<file path="src/rtl/instr_fetch_pkg.sv">
// Shared ISA definitions for the fetch stage: word width, reset vector default,
// the payload carried through the fetch output register, and address helpers.
package instr_fetch_pkg;

    localparam int                XLEN             = 32;
    localparam logic [XLEN-1:0]   RESET_PC_DEFAULT = 32'h0000_0000;
    localparam logic [XLEN-1:0]   INSTR_BYTES      = 32'd4;

    // One fetched instruction together with the address it came from.
    typedef struct packed {
        logic [XLEN-1:0] instr;
        logic [XLEN-1:0] pc;
    } fetch_word_t;

    // Instruction addresses are word aligned; the low two bits are ignored.
    function automatic logic [XLEN-1:0] word_align(input logic [XLEN-1:0] addr);
        return {addr[XLEN-1:2], 2'b00};
    endfunction

endpackage

</file>
<file path="src/rtl/fetch_skid_buffer.sv">
// Output register plus a one-entry skid buffer. A word pushed while the
// output is held by a stall parks in the skid entry and moves to the output
// on the next consumption, so no word is lost or duplicated.
module fetch_skid_buffer
    import instr_fetch_pkg::*;
(
    input  logic        clk,
    input  logic        reset,
    input  logic        flush_i,
    input  logic        push_i,
    input  fetch_word_t push_word_i,
    input  logic        id_stall_i,
    output logic        out_valid_o,
    output fetch_word_t out_word_o,
    output logic        skid_valid_o
);

    logic        out_valid_q, out_valid_d;
    fetch_word_t out_word_q, out_word_d;
    logic        skid_valid_q, skid_valid_d;
    fetch_word_t skid_word_q, skid_word_d;
    logic        out_load;

    // Next-state for the output slot and the skid slot.
    always_comb begin
        // NOTE: every signal gets a default first so no path leaves it unassigned (no latches).
        out_valid_d  = out_valid_q;
        out_word_d   = out_word_q;
        skid_valid_d = skid_valid_q;
        skid_word_d  = skid_word_q;
        out_load     = !out_valid_q || !id_stall_i;

        if (flush_i) begin
            out_valid_d  = 1'b0;
            skid_valid_d = 1'b0;
        end else if (out_load) begin
            if (skid_valid_q) begin
                // Older parked word goes first; a same-cycle push refills the skid.
                out_word_d   = skid_word_q;
                out_valid_d  = 1'b1;
                skid_valid_d = push_i;
                if (push_i) begin
                    skid_word_d = push_word_i;
                end
            end else if (push_i) begin
                out_word_d  = push_word_i;
                out_valid_d = 1'b1;
            end else begin
                out_valid_d = 1'b0;
            end
        end else if (push_i) begin
            skid_valid_d = 1'b1;
            skid_word_d  = push_word_i;
        end
    end

    // Valid bits and the visible output fields, cleared by reset.
    always_ff @(posedge clk) begin
        // NOTE: state registers use non-blocking assignments so all flops update together at the edge.
        if (reset) begin
            out_valid_q  <= 1'b0;
            skid_valid_q <= 1'b0;
            out_word_q   <= '0;
        end else begin
            out_valid_q  <= out_valid_d;
            skid_valid_q <= skid_valid_d;
            out_word_q   <= out_word_d;
        end
    end

    // Skid payload storage.
    always_ff @(posedge clk) begin
        // NOTE: payload is qualified by skid_valid_q, so it needs no reset.
        skid_word_q <= skid_word_d;
    end

    assign out_valid_o  = out_valid_q;
    assign out_word_o   = out_word_q;
    assign skid_valid_o = skid_valid_q;

endmodule

</file>
<file path="src/rtl/instr_fetch.sv">
// Instruction fetch stage: issues one word request at a time to instruction
// memory, tracks the outstanding request (RUN/WAIT/DROP), squashes wrong-path
// words on redirect and hands fetched instructions to decode through a skid
// buffer so that full throughput survives decode stalls.
module instr_fetch
    import instr_fetch_pkg::*;
#(
    parameter logic [XLEN-1:0] RESET_PC = RESET_PC_DEFAULT
) (
    input  logic            clk,
    input  logic            reset,
    output logic            imem_req,
    output logic [XLEN-1:0] imem_addr,
    input  logic            imem_ready,
    input  logic [XLEN-1:0] imem_rdata,
    input  logic            redirect,
    input  logic [XLEN-1:0] redirect_target,
    input  logic            id_stall,
    output logic            if_valid,
    output logic [XLEN-1:0] if_instr,
    output logic [XLEN-1:0] if_pc,
    output logic [XLEN-1:0] if_pc_plus4,
    output logic [15:0]     if_imm16
);

    typedef enum logic [1:0] {
        ST_RUN  = 2'd0,
        ST_WAIT = 2'd1,
        ST_DROP = 2'd2
    } state_e;

    state_e          state_q, state_d;
    logic [XLEN-1:0] pc_q, pc_d;
    logic [XLEN-1:0] addr_q, addr_d;
    logic            req_raw;
    logic [XLEN-1:0] req_addr;
    logic            accept;
    fetch_word_t     accept_word;
    logic            skid_valid;
    fetch_word_t     out_word;

    // Request generation, word acceptance and next-state for FSM, pc and latched address.
    always_comb begin
        state_d           = state_q;
        pc_d              = pc_q;
        addr_d            = addr_q;
        req_raw           = 1'b0;
        req_addr          = pc_q;
        accept            = 1'b0;
        accept_word.instr = imem_rdata;
        accept_word.pc    = pc_q;

        unique case (state_q)
            ST_RUN: begin
                // Issue is blocked while the skid entry is occupied.
                req_raw  = !skid_valid;
                req_addr = pc_q;
                if (redirect) begin
                    pc_d = word_align(redirect_target);
                end else if (req_raw) begin
                    if (imem_ready) begin
                        accept = 1'b1;
                        pc_d   = pc_q + INSTR_BYTES;
                    end else begin
                        addr_d  = pc_q;
                        state_d = ST_WAIT;
                    end
                end
            end
            ST_WAIT: begin
                req_raw        = 1'b1;
                req_addr       = addr_q;
                accept_word.pc = addr_q;
                if (redirect) begin
                    pc_d    = word_align(redirect_target);
                    state_d = imem_ready ? ST_RUN : ST_DROP;
                end else if (imem_ready) begin
                    accept  = 1'b1;
                    pc_d    = addr_q + INSTR_BYTES;
                    state_d = ST_RUN;
                end
            end
            ST_DROP: begin
                // Wrong-path request still in flight: keep it stable, discard its data.
                req_raw  = 1'b1;
                req_addr = addr_q;
                if (redirect) begin
                    pc_d = word_align(redirect_target);
                end
                if (imem_ready) begin
                    state_d = ST_RUN;
                end
            end
            default: begin
                state_d = ST_RUN;
            end
        endcase
    end

    // FSM state, fetch pc and the address latched at issue.
    always_ff @(posedge clk) begin
        if (reset) begin
            state_q <= ST_RUN;
            pc_q    <= RESET_PC;
            addr_q  <= '0;
        end else begin
            state_q <= state_d;
            pc_q    <= pc_d;
            addr_q  <= addr_d;
        end
    end

    // A request presented during reset would be abandoned anyway, so mask it.
    assign imem_req  = req_raw && !reset;
    assign imem_addr = req_addr;

    fetch_skid_buffer u_skid (
        .clk          (clk),
        .reset        (reset),
        .flush_i      (redirect),
        .push_i       (accept),
        .push_word_i  (accept_word),
        .id_stall_i   (id_stall),
        .out_valid_o  (if_valid),
        .out_word_o   (out_word),
        .skid_valid_o (skid_valid)
    );

    assign if_instr    = out_word.instr;
    assign if_pc       = out_word.pc;
    assign if_pc_plus4 = out_word.pc + INSTR_BYTES;
    assign if_imm16    = out_word.instr[15:0];

endmodule

</file>
<file path="config.mk">
export PLATFORM = sky130hd
export DESIGN_NAME = instr_fetch
export DESIGN_NICKNAME = d
export VERILOG_FILES = /design/src/rtl/instr_fetch_pkg.sv /design/src/rtl/fetch_skid_buffer.sv /design/src/rtl/instr_fetch.sv
export SDC_FILE = /design/constraint.sdc
export NUM_CORES = 1
export LEC_CHECK = 0
export BUFFER_PORTS_ARGS = -buffer_cell sky130_fd_sc_hd__buf_4
export CAP_MARGIN = 20
export CORE_MARGIN = 2
export CORE_UTILIZATION = 55
export DETAILED_ROUTE_END_ITERATION = 10
export PLACE_DENSITY = 0.76
export REMOVE_ABC_BUFFERS = 1
export SLEW_MARGIN = 20
export SYNTH_ARGS = -nofsm -noshare
export SYNTH_HDL_FRONTEND = slang
export SYNTH_SLANG_ARGS = --single-unit
export TNS_END_PERCENT = 10
</file>
<file path="constraint.sdc">
create_clock -name clk -period 15.74 [get_ports clk]
set_clock_uncertainty 0.2 [all_clocks]
set_input_delay 3.148 -clock clk [delete_from_list [all_inputs] [get_ports clk]]
set_output_delay 3.148 -clock clk [all_outputs]
set_load 0.05 [all_outputs]
</file>
## Word level (Yosys, flattened, before mapping)

Cells that the tools add are included.

| word-level totals | value |
|---|---|
| bits in registers | 196 |
| input port bits | 69 |
| output and inout bits | 146 |
| word-level logic and storage cells | 74 |

| operators by class | value |
|---|---|
| $add $sub $neg | 3 |
| equal/unequal tests | 10 |
| muxes and demuxes | 32 |
| bitwise operators | 3 |
| reductions and logical operators | 17 |

Operators with widths:

| cell | count |
|---|---|
| 64-bit 2-to-1 mux | 5 |
| 32-bit 2-to-1 mux | 8 |
| 32-bit by 3-bit adder with 32-bit output, second input constant | 3 |
| 32-bit one-hot mux with 3 select lines | 1 |
| 2-bit 2-to-1 mux | 6 |
| 1-bit 2-to-1 mux | 9 |
| 3-bit != test, second input constant | 3 |
| 2-bit != test, second input constant | 4 |
| 2-bit one-hot mux with 3 select lines | 1 |
| 3-bit AND reduction | 2 |
| 5-bit AND reduction | 1 |
| 1-bit zero test | 4 |
| 1-bit one-hot mux with 2 select lines | 2 |
| 4-bit AND reduction | 1 |
| 2-bit nonzero test | 2 |
| 2-bit OR reduction | 2 |
| 1-bit NOT | 3 |
| 3-bit nonzero test | 1 |
| 2-bit by 1-bit equality test with 1-bit output, second input constant | 1 |
| 2-bit equality test, second input constant | 1 |
| 2-bit zero test | 1 |
| 2-bit by 1-bit != test with 1-bit output, second input constant | 1 |
| 2-bit AND reduction | 1 |
| 1-bit logical AND | 1 |
| 1-bit logical OR | 1 |

## Longest topological paths before layout

| logic depth | value |
|---|---|
| word-level depth | 7 |
| gate-level depth with buffers | 10 |
| gate-level depth less buffers | 8 |

## Hierarchy

A second synthesis with hierarchy kept.

| second synthesis, totals | value |
|---|---|
| cells, all modules | 1288 |
| area total of the unflattened synthesis | 11390.9 µm² |

Modules (own cells, without submodules):

| module | times used | cells an instance | area an instance (µm²) | sequential area each (µm²) |
|---|---|---|---|---|
| instr_fetch | 1 | 851 | 6125.9 | 1321.3 |
| fetch_skid_buffer | 1 | 437 | 5265.0 | 3243.1 |

## Worst setup path after synthesis

Ideal clock, no wire load.

| timing | value |
|---|---|
| path kind | in2reg |
| from | in redirect |
| to | reg u_skid.skid_word_q[0] (netlist name), enable pin |
| library setup time | 564 ps |
| arrival time | 7981 ps |
| required time | 14976 ps |
| setup slack | 6994 ps |
| cell stages on the path | 4 |
| path buffers | 3 |
| cell sequence | buf_2 clkbuf_8 clkbuf_8 nor3_1 |

| on the way | value |
|---|---|
| cells in the longest elaborated chain, start to end | 2 |

RTL lines:

| what | line | text |
|---|---|---|
| start, declared | instr_fetch.sv:16 | `input logic redirect,` |
| 1-bit NOT (no source line) | n/a |  |
| 2-bit AND reduction (no source line) | n/a |  |
| end signal, assigned | fetch_skid_buffer.sv:74 | `skid_word_q <= skid_word_d;` |
| end, declared | fetch_skid_buffer.sv:21 | `fetch_word_t skid_word_q, skid_word_d;` |

Every way passes these cells.
A chain may end at the register's enable or synchronous reset.

## Final worst setup path

| timing | value |
|---|---|
| from | in reset |
| to | out imem_req |

| on the way | value |
|---|---|
| cells in the longest elaborated chain, start to end | 2 |

RTL lines:

| what | line | text |
|---|---|---|
| start, declared | instr_fetch.sv:11 | `input logic reset,` |
| 1-bit zero test | instr_fetch.sv:114 | `assign imem_req = req_raw && !reset;` |
| 1-bit logical AND | instr_fetch.sv:114 |  |
| end, declared | instr_fetch.sv:12 | `output logic imem_req,` |

Every way passes these cells.

==> impl_metrics.env <==
export IMPL_run_status="finished clean"
export IMPL_rows=51
export IMPL_grt_setup_unrepaired="false"
export IMPL_stdcell_count=1624
export IMPL_critPathKind="in2out"
export IMPL_drv_cap=0
export IMPL_finish_utilization_pct=66.5
export IMPL_path_common_cell="buf_4"
export IMPL_worst_slew_pin_slew_ps=1160
export IMPL_netlist_area_um2=11000
export IMPL_drv_slew=0
export IMPL_dr_pass1_iters=5
export IMPL_finalWorstSetupSlack_ps=8690
export IMPL_root_buffer="clkbuf_16"
export IMPL_vias=9745
export IMPL_worstPathArrival_ps=3700
export IMPL_synth_edff_count=64
export IMPL_synthDistinctLibCells=80
export IMPL_diodes=0
export IMPL_drtIter0Drc=776
export IMPL_crit_chain="buf_4, nor3_1, buf_4"
export IMPL_drcViolationCount=0
export IMPL_finalCriticalPeriod_ps=7050
export IMPL_wire_per_inst_um=19.2
export IMPL_start_util_pct=56.4
export IMPL_power_mw=1.29
export IMPL_synth_async_reset_ratio_pct=0
export IMPL_place_ws_ps=8680
export IMPL_antenna_found_initial=1
export IMPL_hp_class="reg2reg"
export IMPL_place_area_um2=12400
export IMPL_cts_tree="done"
export IMPL_crit_family="buffers and inverters"
export IMPL_ir_drop_mv=0.0748
export IMPL_start_kind="input pin"
export IMPL_dieWidth_um=146
export IMPL_die_area_um2=21200
export IMPL_power_density_nw_per_um2=98.7
export IMPL_clkTransAtPathRegs_ps=70
export IMPL_io_pins=215
export IMPL_core_area_um2=19600
export IMPL_ys_ff_latch=196
export IMPL_cpMaxStageDelayCell="buf_4"
export IMPL_seq_area_frac_synth_pct=41.3
export IMPL_areaGrowthSynthToFinish_pct=18.0
export IMPL_p_leak_nw=5.23
export IMPL_critPathRequiredTime_ps=12390
export IMPL_cts_resized_gates=0
export IMPL_syn_inst=1213
export IMPL_cts_htree_levels=4
export IMPL_grt_max_degree=70
export IMPL_max_stage_delay_ps=240
export IMPL_yosys_most_used_dff="dfxtp_1"
export IMPL_grt_pass1_vias=9049
export IMPL_final_cell_area_um2=13000
export IMPL_cts_made_buffers=17
export IMPL_max_freq_ghz=0.142
export IMPL_antenna_left=0
export IMPL_cts_setup_buffers=0
export IMPL_fin_setup_tns_ps=0
export IMPL_fin_hold_ws_ps=265
export IMPL_drive_above_1_share_pct=25.4
export IMPL_cts_hold_buf=0
export IMPL_gr_total_overflow=0
export IMPL_grt_total_usage_pct=28.6
export IMPL_clockBufferDepth=2
export IMPL_timing_final_crit_share_pct=44.8
export IMPL_hpwlAfterDp_mm=21.6
export IMPL_cp_max_fo=3
export IMPL_vias_per_cell=6.00
export IMPL_cp_end_kind="primary output"
export IMPL_relSlewSlack_pct=22.6
export IMPL_cts_sinks=196
export IMPL_critPathBufInv=2
export IMPL_hold_violations=0
export IMPL_nets=1422
export IMPL_routed_wl_mm=31.2
export IMPL_gp_congestion=0.960
export IMPL_placed_cells=1592
export IMPL_insertion_delay_ps=450
export IMPL_ys_warnings_count=0
export IMPL_dieHeight_um=146
export IMPL_avgSynthCellArea_um2=9.10
export IMPL_grt_pass1_wl_mm=49.0
export IMPL_setup_viol=0
export IMPL_io_buffers=212
export IMPL_num_fill_cells=1627
-- area by class of cell --
type,instances,area (um2),area share [%]
Inverter,19,71.3,0.547
Timing Repair Buffer,227,1700,13.1
Sequential cell,196,4570,35.0
Multi-Input combinational cell,885,5760,44.2
Clock inverter,14,159,1.22
Clock buffer,18,439,3.37
Tap cell,265,332,2.55
-- where the power goes --
part	internal [mW]	switching (mW)
Sequential	0.544	0.0327
Combinational	0.0926	0.179
Clock	0.218	0.220
Total	0.854	0.431
-- worst paths after layout --
path,startpoint,endpoint,slack (ps),depth (start not counted)
min reg2reg,pc_q[29],addr_q[29],260,2
max,reset,imem_req,8690,3
max reg2reg,state_q[1],pc_q[16],12060,8
min,pc_q[29],addr_q[29],260,2
-- layout by cell type, fill, tap and decap left out, types with 4 or more instances in the layout --
cell type,netlist,routed
a211oi_1,42,42
a21oi_1,88,88
a221oi_1,10,10
a31oi_1,6,6
and2_1,10,10
and3_1,18,18
and4_1,11,11
buf_4,19,227
clkbuf_16,0,17
clkinv_8,0,4
dfxtp_1,132,131
edfxtp_1,64,64
ha_1,7,5
inv_1,18,18
inv_6,0,4
mux2_2,56,56
mux2i_1,71,71
nand2_1,145,145
nand2b_1,8,8
nand3_1,29,29
nand4_1,20,20
nor2_1,144,144
nor2b_1,4,4
nor3_1,22,20
nor4_1,8,8
o211ai_1,6,6
o21a_1,4,4
o21ai_0,29,29
o21ai_1,6,6
o221ai_1,4,4
o22ai_1,5,5
xnor2_1,38,38
xor2_1,30,30
-- registers in the layout, indices dropped and copies added (netlist names) --
register,flops
u_skid.skid_valid_o,1
addr_q,32
state_q,2
u_skid.out_word_o,64
u_skid.skid_word_q,64
u_skid.out_valid_o,1
pc_q,32
-- cells in the mapped netlist, types with 11 or more instances --
cell      number  area, um2
clkbuf_8      11        151
buf_2         13       65.1
a211oi_1      42        315
and3_1        18        113
and4_1        11       96.3
a21oi_1       88        440
dfxtp_1      132       2640
xnor2_1       38        333
o21ai_0       29        145
mux2i_1       71        711
clkbuf_1      49        184
nor3_1        22        110
buf_4         19        143
nand3_1       29        145
buf_1         11       41.3
edfxtp_1      64       1920
inv_1         18       67.6
nor2_1       144        541
mux2_2        56        631
nand2_1      145        544
nand4_1       20        125
xor2_1        30        263
-- cells by family after synthesis --
family,count (synthesis),share of synthesized area [%]
AOI/OAI and AO/OA,237,14.2
DFF,196,41.3
buffers and inverters,132,6.79
adders and majority gates,8,0.884
and+or+nand+nor,445,19.3
muxes,127,12.1
xor gates and xnor gates,68,5.39
-- worst register-to-register path, delay by kind of cell, from the launching register on --
family / cells / cell delay (ps)
buffers and inverters: 3 / 1140
and+or+nand+nor: 3 / 920
adders and majority gates: 1 / 540
DFF: 1 / 430
AOI/OAI and AO/OA: 1 / 380
-- layer usage --
layer | GRT usage [%] | up-vias | wire length [um]
li1 | - | 4594 | -
met1 | 38.1 | 4693 | 13500
met2 | 46.9 | 395 | 14800
met3 | 5.17 | 63 | 1970
met4 | 10.4 | 0 | 932
met5 | 0 | - | 0
Power figures use the tool's default switching activity.
